File: config.mk
export PLATFORM = sky130hd
export DESIGN_NAME = mem_access_stage
export DESIGN_NICKNAME = d
export VERILOG_FILES = /design/src/rtl/mem_access_stage.sv
export SDC_FILE = /design/constraint.sdc
export NUM_CORES = 1
export LEC_CHECK = 0
export BUFFER_PORTS_ARGS = -buffer_cell sky130_fd_sc_hd__buf_2
export CORE_ASPECT_RATIO = 0.9
export CORE_MARGIN = 2
export CORE_UTILIZATION = 39
export CTS_CLUSTER_SIZE = 40
export DETAILED_ROUTE_END_ITERATION = 10
export GPL_ROUTABILITY_DRIVEN = 0
export PLACE_DENSITY = 0.81
export SLEW_MARGIN = 40
export SYNTH_ARGS = -nofsm -noshare
export SYNTH_HDL_FRONTEND = slang
export SYNTH_SLANG_ARGS = --single-unit
File: constraint.sdc
create_clock -name clk_i -period 1.9 [get_ports clk_i]
set_input_delay 0.285 -clock clk_i [delete_from_list [all_inputs] [get_ports clk_i]]
set_output_delay 0.285 -clock clk_i [all_outputs]
set_load 0.05 [all_outputs]
File: src/rtl/mem_access_stage.sv
// MEM stage: drives the variable-latency data-memory port, stalls upstream, registers MEM/WB.
// Define MEM_ALIGN_CHECK_EN to reject word-misaligned accesses with a bus error.
module mem_access_stage #(
  parameter int TIMEOUT_CYC = 255,
  parameter int CNT_W       = 10
) (
  input  logic        clk_i,
  input  logic        rst_i,
  input  logic        RegWrite_i,
  input  logic        MemtoReg_i,
  input  logic        MemRead_i,
  input  logic        MemWrite_i,
  input  logic [31:0] ALUdata_i,
  input  logic [31:0] MemWdata_i,
  input  logic [4:0]  RegWaddr_i,
  output logic        mem_req_o,
  output logic        mem_we_o,
  output logic [31:0] mem_addr_o,
  output logic [31:0] mem_wdata_o,
  input  logic        mem_ack_i,
  input  logic [31:0] mem_rdata_i,
  output logic        stall_o,
  output logic        RegWrite_o,
  output logic        MemtoReg_o,
  output logic [31:0] ALUdata_o,
  output logic [31:0] MemRdata_o,
  output logic [4:0]  RegWaddr_o,
  output logic        bus_err_o
);

  typedef enum logic {
    S_IDLE,
    S_WAIT
  } state_e;

  state_e      state_q, state_d;
  logic [CNT_W-1:0] cnt_q, cnt_d;

  logic        rw_q, rw_d;
  logic        m2r_q, m2r_d;
  logic [31:0] alu_q, alu_d;
  logic [31:0] rdat_q, rdat_d;
  logic [4:0]  waddr_q, waddr_d;
  logic        err_q, err_d;

  logic access, is_rd, mis, go;
  logic timeout_hit, req, stall;

  always_comb begin
    access = MemRead_i | MemWrite_i;
    is_rd  = MemRead_i & ~MemWrite_i;
`ifdef MEM_ALIGN_CHECK_EN
    mis = access & (|ALUdata_i[1:0]);
`else
    mis = 1'b0;
`endif
    go = access & ~mis;
    timeout_hit = (state_q == S_WAIT)
                & (cnt_q == CNT_W'(TIMEOUT_CYC - 1))
                & ~mem_ack_i;

    state_d = state_q;
    cnt_d   = '0;
    req     = 1'b0;
    stall   = 1'b0;

    unique case (state_q)
      S_IDLE: begin
        req   = go;
        stall = go & ~mem_ack_i;
        if (stall) state_d = S_WAIT;
      end
      S_WAIT: begin
        req   = 1'b1;
        stall = ~mem_ack_i & ~timeout_hit;
        if (stall) cnt_d = cnt_q + CNT_W'(1);
        else       state_d = S_IDLE;
      end
      default: state_d = S_IDLE;
    endcase

    // Completion (not stalled) loads MEM/WB; a stall loads a bubble
    rw_d    = 1'b0;
    m2r_d   = 1'b0;
    alu_d   = alu_q;
    rdat_d  = rdat_q;
    waddr_d = waddr_q;
    if (!stall) begin
      rw_d    = RegWrite_i & ~timeout_hit & ~(mis & is_rd);
      m2r_d   = MemtoReg_i;
      alu_d   = ALUdata_i;
      waddr_d = RegWaddr_i;
      rdat_d  = (is_rd & go & mem_ack_i) ? mem_rdata_i : 32'h0;
    end
    err_d = err_q | timeout_hit | mis;

    if (rst_i) begin
      req   = 1'b0;
      stall = 1'b0;
    end
  end

  always_ff @(posedge clk_i) begin
    if (rst_i) begin
      state_q <= S_IDLE;
      cnt_q   <= '0;
      rw_q    <= 1'b0;
      m2r_q   <= 1'b0;
      alu_q   <= 32'h0;
      rdat_q  <= 32'h0;
      waddr_q <= 5'h0;
      err_q   <= 1'b0;
    end else begin
      state_q <= state_d;
      cnt_q   <= cnt_d;
      rw_q    <= rw_d;
      m2r_q   <= m2r_d;
      alu_q   <= alu_d;
      rdat_q  <= rdat_d;
      waddr_q <= waddr_d;
      err_q   <= err_d;
    end
  end

  assign mem_req_o   = req;
  assign mem_we_o    = MemWrite_i;
  assign mem_addr_o  = ALUdata_i;
  assign mem_wdata_o = MemWdata_i;
  assign stall_o     = stall;
  assign RegWrite_o  = rw_q;
  assign MemtoReg_o  = m2r_q;
  assign ALUdata_o   = alu_q;
  assign MemRdata_o  = rdat_q;
  assign RegWaddr_o  = waddr_q;
  assign bus_err_o   = err_q;

endmodule
==> metrics.md, run 1 <==
| Metric | Value |
|---|---|
| Vias after detailed routing | 2,427 |
| Worst Setup End Kind | output pin |
| I/O Pins | between 200 and 250 |
| Clk root buf | clkbuf_8 |
| Crit path cell chain | inv_2 > ha_1 > and4bb_2 > nand4_2 > and3b_2 > buf_8 |
| Post-synth ARST share | 0% |
| Antenna-violating nets left | 0 |
| Most common cell in the synthesized netlist | dfxtp_1 |
| Fin crit period | approximately 1.9 ns |
| Gr ovfl total | 0 |
| Setup-failing EPs final | 0 |
| Post-Synthesis Cells | ~280 |
| Clk_skew | between 0.01 and 0.015 ns |
| Status | completed |
| Die X | between 90 and 100 um |
| Drt first pass iters | 4 |
| H-tree depth | 3 |
| Post-route cell area | between 0.003 and 0.004 mm2 |
| Largest area contributor in the netlist | dfxtp_1 |
| Worst EP required | between 1.5 and 2 ns |
| Seq/Total Area, Yosys | between 50% and 60% |
| Worst-margin pin slew | about 0.34 ns |
| Core area | 0.00799 mm2 |
| Mapped Avg Cell Area | approximately 11 um2 |
| Pins Over Slew Limit | 0 |
| Diodes inserted | 0 |
| CTS max path bufs | 2 |
| Layout cells sized above 1 | between 50% and 60% |
| Crit path largest cell delay | 0.34 ns |
| Area Overhead vs Synth | 22.8% |
| CP max FO | 2 |
| Post-route clock period utilization | 97.9% |
| Initial Util | about two fifths |
| DP Wirelength | around 5.3 mm |
| Unrepaired setup endpoints after global routing | true |
| Netlist cell types | 25 |
| DRC Markers | 0 |
| Post-Route WL | roughly 7.2 mm |
| Syn. warnings | 0 |
| DRT iter0 DRCs | 43 |
| Synth top area cells | dfxtp_1 52%, a22o_1 19%, buf_4 16% |
| VDD IR max | 0.425 mV |
| CP max-delay cell | dfxtp_2 |
| Cell Rows | 31 |
| Clk slew on worst S/H paths | approximately 0.090 ns |
| CP Class | reg -> out |
| Die Footprint | between 0.008 and 0.009 mm2 |
| Final Hold Viols | 0 |
| Crit path launch type | flip-flop |
| Ys flop type | dfxtp_1 |
| Total Routing Usage GR | between 10% and 20% |
| Max Cap Viol | 0 |
| P per Cell Area | 955 mW/mm2 |
| Area post-placement | approximately 0.0037 mm2 |
| Top cell type's share of synthesized area | 52.1% |
| CTS Sinks | 83 |
| Vias in the first global route | roughly 2,300 |
| Port Buffers | 182 |
| CTS tree | yes |
| Rel. slew slack | 77.1% |
| Clk Latency, worst-skew pair | about 0.34 ns |
| Via density | roughly 4.8 |
| Fill cell count | 750 |
| Post-synth net total | 389 |
| First-pass GRT wire length | around 12 mm |
| Crit path DAT | roughly 1.6 ns |
| Pleak | 0.00201 uW |
| R2r setup slk | 0.07 ns |
| Num CTS Buffers | 9 |
| EDFF count, synth | 0 |
| #FFs+latches synth | 83 |
| Final #Nets | just over 500 |
| Mapped cell area | approximately 0.0032 mm2 |
| Setup TNS | 0 ns |
| Initial antenna violation count | 0 |
| Largest net degree at the start of global routing | 70 |
| WL/cell | 14.4 um |
| Max Fclk | 538 MHz |
| Height of the die | 89.8 um |
| Worst hold path class | in -> reg |
| Most frequent cells after synthesis | 83 x dfxtp_1, 69 x a22o_1, 67 x buf_4, 13 x nor2_1, 8 x buf_6 |
## per-stage QoR
stage	hold slack (ns)	utilization (%)	power, uW	cells	worst slack [ns]
after floorplan	0.361	-	2640	279	0.203
after global placement	0.455	46.3	2620	485	0.233
after detailed placement	0.460	46.3	2630	485	0.171
after CTS	0.116	48.9	3810	502	0.00809
after global routing	0.120	49.0	3920	503	-0.0504
final	0.139	49.0	3740	503	0.0403
## final cells by class
| type | count | area [um2] | area share [%] |
|---|---|---|---|
| Timing Repair Buffer | 190 | 1010 | 25.7 |
| Multi-Input combinational cell | 114 | 932 | 23.8 |
| Tap cell | 99 | 124 | 3.16 |
| Clock buffer | 10 | 138 | 3.51 |
| Sequential cell | 83 | 1670 | 42.6 |
| Inverter | 1 | 3.75 | 0.0958 |
| Clock inverter | 6 | 46.3 | 1.18 |
## repair_timing
| item | CTS | global route |
|---|---|---|
| hold buffers | 0 | 0 |
| resized for setup | 4 | 3 |
| hold endpoints to repair | 0 | 0 |
| setup buffers | 1 | 1 |
| setup endpoints to repair | 1 | 9 |
## logic make-up (layout without fill, tap and decap cells)
kind of cell | Yosys count | after routing | share of synthesized area (%)
XOR/XNOR | 8 | 8 | 2.20
flip-flops | 83 | 83 | 52.1
adder cells (fa/ha/maj) | 2 | 2 | 0.785
buffers and inverters | 82 | 207 | 19.5
AO/OA/AOI/OAI | 71 | 71 | 19.4
AND/OR/NAND/NOR | 33 | 33 | 5.97
## final timing paths
kind / startpoint / endpoint / cells past startpoint
worst max register to register: cnt_q[0] / MemRdata_o[1] / 8
worst max-delay path: cnt_q[0] / stall_o / 6
worst min register to register: ALUdata_o[12] / ALUdata_o[12] / 1
worst min-delay path: MemtoReg_i / MemtoReg_o / 2
## routing by layer
metal	global-route usage, %	up-vias	share of wire (%)
li1	-	1166	-
met1	19.5	1129	43
met2	25.3	113	46
met3	7.31	19	9.4
met4	4.00	0	1.3
met5	0	-	0
## cell usage in the layout, fill, tap and decap left out, types with 2 or more instances in the layout
| cell | n |
|---|---|
| buf_2 | 181 |
| dfxtp_1 | 81 |
| a22o_1 | 69 |
| nor2_1 | 13 |
| clkbuf_8 | 10 |
| xor2_1 | 7 |
| buf_4 | 6 |
| nand2_1 | 3 |
| nand3_1 | 3 |
| nor3b_1 | 2 |
| and3_1 | 2 |
| nand4_1 | 2 |
| ha_1 | 2 |
| inv_6 | 2 |
| clkinvlp_4 | 2 |
| buf_12 | 2 |
## where the power goes
| part | total [uW] | internal (uW) | switching (uW) |
|---|---|---|---|
| clock network | 1150 | 519 | 635 |
| registers | 1850 | 1810 | 37.5 |
| logic | 738 | 200 | 538 |
## critical path, delay by kind of cell, from the launching register on
family / cells / cell delay, ns
simple gates: 3 / 0.53
flops: 1 / 0.34
fa+ha+maj: 1 / 0.17
buf+inv: 2 / 0.19
## registers in the layout (all words and copies together) (netlist names)
signal and flops:
RegWaddr_o 5, RegWrite_o 1, bus_err_o 1, MemtoReg_o 1
MemRdata_o 32, state_q 1, cnt_q 10, ALUdata_o 32
Note: power is estimated with default switching activity, not from simulation.
==> run 2, diff against run 1 <==
--- a/config.mk
+++ b/config.mk
@@ -13,6 +13,7 @@
 export DETAILED_ROUTE_END_ITERATION = 10
 export GPL_ROUTABILITY_DRIVEN = 0
 export PLACE_DENSITY = 0.81
+export SETUP_SLACK_MARGIN = 0.4
 export SLEW_MARGIN = 40
 export SYNTH_ARGS = -nofsm -noshare
 export SYNTH_HDL_FRONTEND = slang
==> run 2 against run 1 <==
The run now ends with negative setup slack left; global-route usage rose by 0.38 points; clock-buffer cell count did not move; combinational power rose by 15%; via count rose by 5.4%; power rose by 7.4%; critical path type is now reg -> reg; critical endpoint is now MemRdata_o[13]; largest cell class unchanged; largest power group unchanged.
==> metrics.md, run 2 (synthesis results as in run 1) <==
| Metric | Value |
|---|---|
| Status | finished, violations left (was completed) |
| Violated checks | negative setup slack |
| Net load switching power | 1270 uW (was 1210 uW) |
| Area Overhead vs Synth | 36.2% (was 22.8%) |
| VDD IR max | 0.425 mV (about the same) |
| Diodes inserted | 0 (unchanged) |
| R2r setup slk | -0.02 ns (was 0.07 ns) |
| CTS max path bufs | 2 (unchanged) |
| Crit path largest cell delay | 0.35 ns (was 0.34 ns) |
| Worst Setup End Kind | flip-flop (was output pin) |
| Switching share of power | 31.6% (was 32.4%) |
| Worst EP required | 2.14 ns (was 1.62 ns) |
| Worst hold path class | in -> reg (unchanged) |
| Most frequent cells in the layout | 181 x buf_2, 81 x dfxtp_1, 69 x a22o_1 (unchanged) |
| Clk Latency, worst-skew pair | 0.35 ns (was 0.34 ns) |
| Met1 usage | 19.3% (was 19.5%) |
| Setup WS post-layout | -0.0232 ns (was 0.0403 ns) |
| H-tree depth | 3 (unchanged) |
| Unrepaired setup endpoints after global routing | true (unchanged) |
| Initial antenna violation count | 0 (unchanged) |
| CP max-delay cell | dfxtp_4 (was dfxtp_2) |
| Pins Over Slew Limit | 0 (unchanged) |
| WP buf/inv | 4 (was 2) |
| Crit path launch type | flip-flop (unchanged) |
| Crit path DAT | 2.17 ns (was 1.57 ns) |
| Die Footprint | 0.00892 mm2 (unchanged) |
| First-pass GRT wire length | 11.8 mm (was 11.5 mm) |
| Initial Util | 39.9% (unchanged) |
| Layout cells sized above 1 | 55.6% (was 53.5%) |
| P per Cell Area | 925 mW/mm2 (was 955 mW/mm2) |
| Max Fclk | 520 MHz (was 538 MHz) |
| Antenna-violating nets left | 0 (unchanged) |
| DP Wirelength | 5.12 mm (was 5.34 mm) |
| Clk_skew | 0.0134 ns (was 0.0125 ns) |
| DRC Markers | 0 (unchanged) |
| Dpl ws | 0.118 ns (was 0.171 ns) |
| Grt met3 use | 6.92% (was 7.31%) |
| CTS Sinks | 83 (unchanged) |
| Commonest non-fill, non-tap cell in the layout | buf_2 (unchanged) |
| Combinational share of power | 21.2% (was 19.7%) |
| Final core utilization | 54.4% (was 49.0%) |
| DRT iter0 DRCs | 51 (was 43) |
| Cell Rows | 31 (unchanged) |
| Clk pwr share | 32.8% (was 30.9%) |
| Gr ovfl total | 0 (unchanged) |
| Total Routing Usage GR | 16.3% (was 15.9%) |
| CP Depth | 9 (was 6) |
| Clk slew on worst S/H paths | 0.09 ns (about the same) |
| Via density | 4.94 (was 4.83) |
| Core area | 0.00799 mm2 (unchanged) |
| Fin crit period | 1.92 ns (was 1.86 ns) |
| Final #Nets | 524 (was 509) |
| Hold-critical path depth | 2 (unchanged) |
| R2r worst-path depth | 9 (was 8) |
| Reg power frac | 46.0% (was 49.4%) |
| Num CTS Buffers | 9 (unchanged) |
| Worst-margin pin slew | 0.600 ns (was 0.342 ns) |
| Crit path cell chain | inv_2 > ha_2 > and4bb_2 > nand4_4 > and3b_2 > buf_4 > buf_12 > clkbuf_16 > a22o_1 (was inv_2 > ha_1 > and4bb_2 > nand4_2 > and3b_2 > buf_8) |
| Worst R2R Start | cnt_q[0] (unchanged) |
| Clk root buf | clkbuf_8 (unchanged) |
| Final Hold Viols | 0 (unchanged) |
| Vias after detailed routing | 2,559 (was 2,427) |
| Height of the die | 89.8 um (unchanged) |
| Setup TNS | -0.412 ns (was 0 ns) |
| GRT met2 Usage | 26.2% (was 25.3%) |
| Setup-failing EPs final | 30 (was 0) |
| Hold WS | 0.134 ns (was 0.139 ns) |
| Port Buffers | 182 (unchanged) |
| Crit path max-delay family | simple AND/OR/NAND/NOR gates (unchanged) |
| Drt first pass iters | 4 (unchanged) |
| I/O Pins | 247 (unchanged) |
| Global route hottest layer | met2 (unchanged) |
| Hold Path End | MemtoReg_o (unchanged) |
| CTS tree | yes (unchanged) |
| Die X | 99.3 um (unchanged) |
| Hold path start | MemtoReg_i (unchanged) |
| P_int | 2750 uW (was 2530 uW) |
| Vias in the first global route | 2,456 (was 2,320) |
| CP Class | reg -> reg (was reg -> out) |
| Reg-to-Reg End | MemRdata_o[13] (was MemRdata_o[1]) |
| Rel. slew slack | 59.9% (was 77.1%) |
| Largest net degree at the start of global routing | 39 (was 70) |
| Post-route clock period utilization | 101% (was 97.9%) |
| Post-Route WL | 8.34 mm (was 7.23 mm) |
| Pleak | 0.00219 uW (was 0.00201 uW) |
| Max Cap Viol | 0 (unchanged) |
| Power Total | 4020 uW (was 3740 uW) |
| CP max FO | 10 (was 2) |
| WL/cell | 16.1 um (was 14.4 um) |
==> run 2: cell count changes in the layout (fill, tap and decap cells not counted), sizes merged <==
cell    before  now
buf        190  196
inv          3    2
bufinv       0    1
clkbuf      10   19
==> run 2: worst max-delay path by stage <==
stage	slack (ns)	endpoint	start
after floorplan	0.29	ALUdata_o[1]	cnt_q[0]
after global placement	0.16	MemRdata_o[26]	cnt_q[0]
after detailed placement	0.12	RegWaddr_o[2]	cnt_q[0]
after CTS	-0.01	stall_o	cnt_q[0]
after global routing	-0.1	stall_o	cnt_q[1]
final	-0.02	MemRdata_o[13]	cnt_q[0]
==> run 2: per-stage QoR <==
stage / area, um2 / cells
finish: 4340 / 518
detailed placement: 3690 / 483
floorplan: 3210 / 279
global route: 4340 / 518
global placement: 3690 / 483
CTS: 4020 / 504
==> run 2: layout make-up <==
cell class	count	area (um2)
Timing Repair Buffer	205	1380
Inverter	1	3.75
Fill cell	710	3650
Sequential cell	83	1670
Multi-Input combinational cell	114	960
Clock buffer	10	138
Tap cell	99	124
Clock inverter	6	73.8
==> run 2: power by group through the flow <==
stage          Combinational, uW  Sequential, uW  Clock (uW)
2_1_floorplan                506            2140           0
4_1_cts                      765            1850        1370
5_1_grt                      887            1860        1450
6_report                     851            1850        1320
3_3_place_gp                 725            1890           0
3_5_place_dp                 731            1890           0
==> run 2: what timing repair did <==
| action | in CTS | in global routing |
|---|---|---|
| setup buffers | 3 | 3 |
| resized for setup | 8 | 14 |
| setup endpoints to repair | 71 | 82 |
| pin swaps | 0 | 2 |
| hold buffers | 0 | 0 |
| gates cloned | 2 | 11 |
==> run 2: routing by layer <==
layer | routed length (um) | share of wire (%) | vias to the layer above
met5 | 0 | 0 | -
met3 | 732 | 8.8 | 19
li1 | - | - | 1207
met2 | 3890 | 47 | 125
met1 | 3620 | 43 | 1208
met4 | 99 | 1.2 | 0
==> run 2: worst register-to-register path: stages, from the launching register on <==
cell and delay [ns]:
dfxtp_4 0.35, inv_2 0.05, ha_2 0.15, and4bb_2 0.24
nand4_4 0.07, and3b_2 0.26, buf_4 0.14, buf_12 0.16
clkbuf_16 0.17, a22o_1 0.23
==> run 3, diff against run 2 <==
--- a/config.mk
+++ b/config.mk
@@ -8,11 +8,11 @@
 export BUFFER_PORTS_ARGS = -buffer_cell sky130_fd_sc_hd__buf_2
 export CORE_ASPECT_RATIO = 0.9
 export CORE_MARGIN = 2
-export CORE_UTILIZATION = 39
+export CORE_UTILIZATION = 36
 export CTS_CLUSTER_SIZE = 40
 export DETAILED_ROUTE_END_ITERATION = 10
 export GPL_ROUTABILITY_DRIVEN = 0
-export PLACE_DENSITY = 0.81
+export PLACE_DENSITY = 0.79
 export SETUP_SLACK_MARGIN = 0.4
 export SLEW_MARGIN = 40
 export SYNTH_ARGS = -nofsm -noshare
==> constraint.sdc (replaced) <==
create_clock -name clk_i -period 1.75 [get_ports clk_i]
set_input_delay 0.2625 -clock clk_i [delete_from_list [all_inputs] [get_ports clk_i]]
set_output_delay 0.2625 -clock clk_i [all_outputs]
set_load 0.05 [all_outputs]
==> run 3 against run 2 <==
The flow still finishes with violations (negative setup slack); final cell count up 5.0%; clock power about the same; maximum frequency is 1.4% higher; wire length rose by 8.8%; combinational power rose by 12%.
==> metrics.md, run 3 (synthesis results as in run 1) <==
| Metric | Value |
|---|---|
| Status | finished, violations left (unchanged) |
| Violated checks | negative setup slack (unchanged) |
| Post-Route WL | 9.07 mm (was 8.34 mm) |
| Post-CTS Hold Fix Bufs | 0 (unchanged) |
| CTS tree | yes (unchanged) |
| H-tree depth | 3 (unchanged) |
| Switching share of power | 31.3% (was 31.6%) |
| Reg power frac | 47.0% (was 46.0%) |
| Crit path DAT | 2.19 ns (was 2.17 ns) |
| Fin crit period | 1.90 ns (was 1.92 ns) |
| Hold-critical path depth | 2 (unchanged) |
| Commonest non-fill, non-tap cell in the layout | buf_2 (unchanged) |
| CP max FO | 8 (was 10) |
| P_int | 2940 uW (was 2750 uW) |
| R2r setup slk | -0.15 ns (was -0.02 ns) |
| DP Wirelength | 5.49 mm (was 5.12 mm) |
| I/O Pins | 247 (unchanged) |
| Num CTS Buffers | 9 (unchanged) |
| Initial Util | 37.2% (was 39.9%) |
| Cell Rows | 32 (was 31) |
| Worst hold path class | in -> reg (unchanged) |
| Via density | 4.74 (was 4.94) |
| Final core utilization | 51.9% (was 54.4%) |
| Layout cells sized above 1 | 57.2% (was 55.6%) |
| Pins Over Slew Limit | 0 (unchanged) |
| Crit path max-delay family | buffers and inverters (was simple AND/OR/NAND/NOR gates) |
| WL/cell | 16.7 um (was 16.1 um) |
| Die Footprint | 0.00963 mm2 (was 0.00892 mm2) |
| Clk root buf | clkbuf_8 (unchanged) |
| Post-route clock period utilization | 108% (was 101%) |
| Worst-margin pin slew | 0.638 ns (was 0.600 ns) |
| Height of the die | 93.3 um (was 89.8 um) |
| Final Hold Viols | 0 (unchanged) |
| CP max-delay cell | dfxtp_2 (was dfxtp_4) |
| Port Buffers | 182 (unchanged) |
| Clk pwr share | 30.7% (was 32.8%) |
| Initial antenna violation count | 0 (unchanged) |
| VDD IR max | 0.513 mV (was 0.425 mV) |
| Unrepaired setup endpoints after global routing | true (unchanged) |
| WP buf/inv | 5 (was 4) |
| CTS Sinks | 83 (unchanged) |
| Area Overhead vs Synth | 39.6% (was 36.2%) |
| Max Fclk | 527 MHz (was 520 MHz) |
| Pleak | 0.00223 uW (was 0.00219 uW) |
| Worst Setup End Kind | flip-flop (unchanged) |
| CTS max path bufs | 2 (unchanged) |
| Net load switching power | 1340 uW (was 1270 uW) |
| Final #Nets | 531 (was 524) |
| Crit path largest cell delay | 0.36 ns (was 0.35 ns) |
| CP Depth | 10 (was 9) |
| Crit path launch type | flip-flop (unchanged) |
| Worst EP required | 2.04 ns (was 2.14 ns) |
| Vias after detailed routing | 2,579 (was 2,559) |
| Clk Latency, worst-skew pair | 0.34 ns (was 0.35 ns) |
| Largest net degree at the start of global routing | 39 (unchanged) |
| Most frequent cells in the layout | 180 x buf_2, 80 x dfxtp_1, 69 x a22o_1 (was 181 x buf_2, 81 x dfxtp_1, 69 x a22o_1) |
| Diodes inserted | 0 (unchanged) |
| Core area | 0.00857 mm2 (was 0.00799 mm2) |
| CP Class | reg -> reg (unchanged) |
| Dpl ws | 0.0632 ns (was 0.118 ns) |
| Clk_skew | 0.00670 ns (was 0.0134 ns) |
| Die X | 103 um (was 99.3 um) |
| DRT iter0 DRCs | 53 (was 51) |
| Crit path cell chain | ha_4 > and4bb_2 > nand4_4 > buf_4 > buf_4 > buf_12 > a21oi_4 > buf_12 > clkbuf_16 > a22o_1 (was inv_2 > ha_2 > and4bb_2 > nand4_4 > and3b_2 > buf_4 > buf_12 > clkbuf_16 > a22o_1) |
| DRC Markers | 0 (unchanged) |
| Total Routing Usage GR | 16.4% (was 16.3%) |
| Vias in the first global route | 2,382 (was 2,456) |
| Antenna-violating nets left | 0 (unchanged) |
| P per Cell Area | 960 mW/mm2 (was 925 mW/mm2) |
| Rel. slew slack | 57.3% (was 59.9%) |
| Setup-failing EPs final | 66 (was 30) |
| Max Cap Viol | 0 (unchanged) |
| Clk slew on worst S/H paths | 0.08 ns (was 0.09 ns) |
| Gr ovfl total | 0 (unchanged) |
| First-pass GRT wire length | 12.0 mm (was 11.8 mm) |
| Combinational share of power | 22.3% (was 21.2%) |
| R2r worst-path depth | 10 (was 9) |
| Drt first pass iters | 4 (unchanged) |
| Setup WS post-layout | -0.146 ns (was -0.0232 ns) |
==> run 3: cell types whose count changed in the layout (fill, tap and decap cells not counted), sizes merged <==
cell / previous run / this run
buf: 196 / 203
clkbuf: 19 / 16
bufbuf: 0 / 2
inv: 2 / 1
nand2: 3 / 4
==> run 3: power groups by stage <==
| stage | logic, uW | clock network [uW] | registers (uW) |
|---|---|---|---|
| floorplan | 549 | 0 | 2320 |
| global placement | 799 | 0 | 2050 |
| detailed placement | 806 | 0 | 2050 |
| CTS | 874 | 1370 | 2010 |
| global route | 993 | 1450 | 2020 |
| finish | 952 | 1310 | 2010 |
==> run 3: area by class of cell <==
class / instances / area [um2]
timing repair buffer: 211 / 1430
inverter: 1 / 3.75
tap: 119 / 149
clock inverter: 5 / 55.1
clock buffer: 10 / 128
multi-input combinational: 115 / 1020
fill: 793 / 4120
sequential: 83 / 1670
==> run 3: repair_timing <==
| item | CTS | global route |
|---|---|---|
| setup endpoints to repair | 82 | 84 |
| setup buffers | 6 | 3 |
| resized for setup | 19 | 10 |
| pin swaps | 2 | 6 |
| gates cloned | 5 | 9 |
| hold endpoints to repair | 0 | 0 |
==> run 3: metrics by stage <==
stage	hold WS (ns)	setup TNS (ns)	instances	total power (uW)	area, um2
finish	0.112	-7.26	544	4270	4450
global route	0.0901	-11.65	544	4460	4450
CTS	0.0861	-3.72	532	4260	4190
detailed placement	0.459	0	506	2860	3760
global placement	0.456	0	506	2850	3760
floorplan	0.339	0	279	2870	3210
==> run 3: worst reg2reg max path, cell delays in order (launching register included) <==
cell       delay [ns]
dfxtp_2          0.36
ha_4             0.13
and4bb_2         0.26
nand4_4          0.09
buf_4            0.15
buf_4            0.13
buf_12           0.14
a21oi_4          0.14
buf_12           0.17
clkbuf_16        0.17
a22o_1           0.12
==> run 3: layer usage <==
metal	share of wire, %	vias up	GRT usage, %
li1	-	1217	-
met1	44	1208	19.5
met2	47	133	26.9
met3	7.7	21	5.83
met4	1.8	0	5.92
met5	0	-	0
==> run 3: path summary, 6_finish.rpt <==
kind	from	endpoint
max	cnt_q[1]	ALUdata_o[13]
min reg2reg	MemRdata_o[1]	MemRdata_o[1]
min	MemtoReg_i	MemtoReg_o
max reg2reg	cnt_q[1]	ALUdata_o[13]
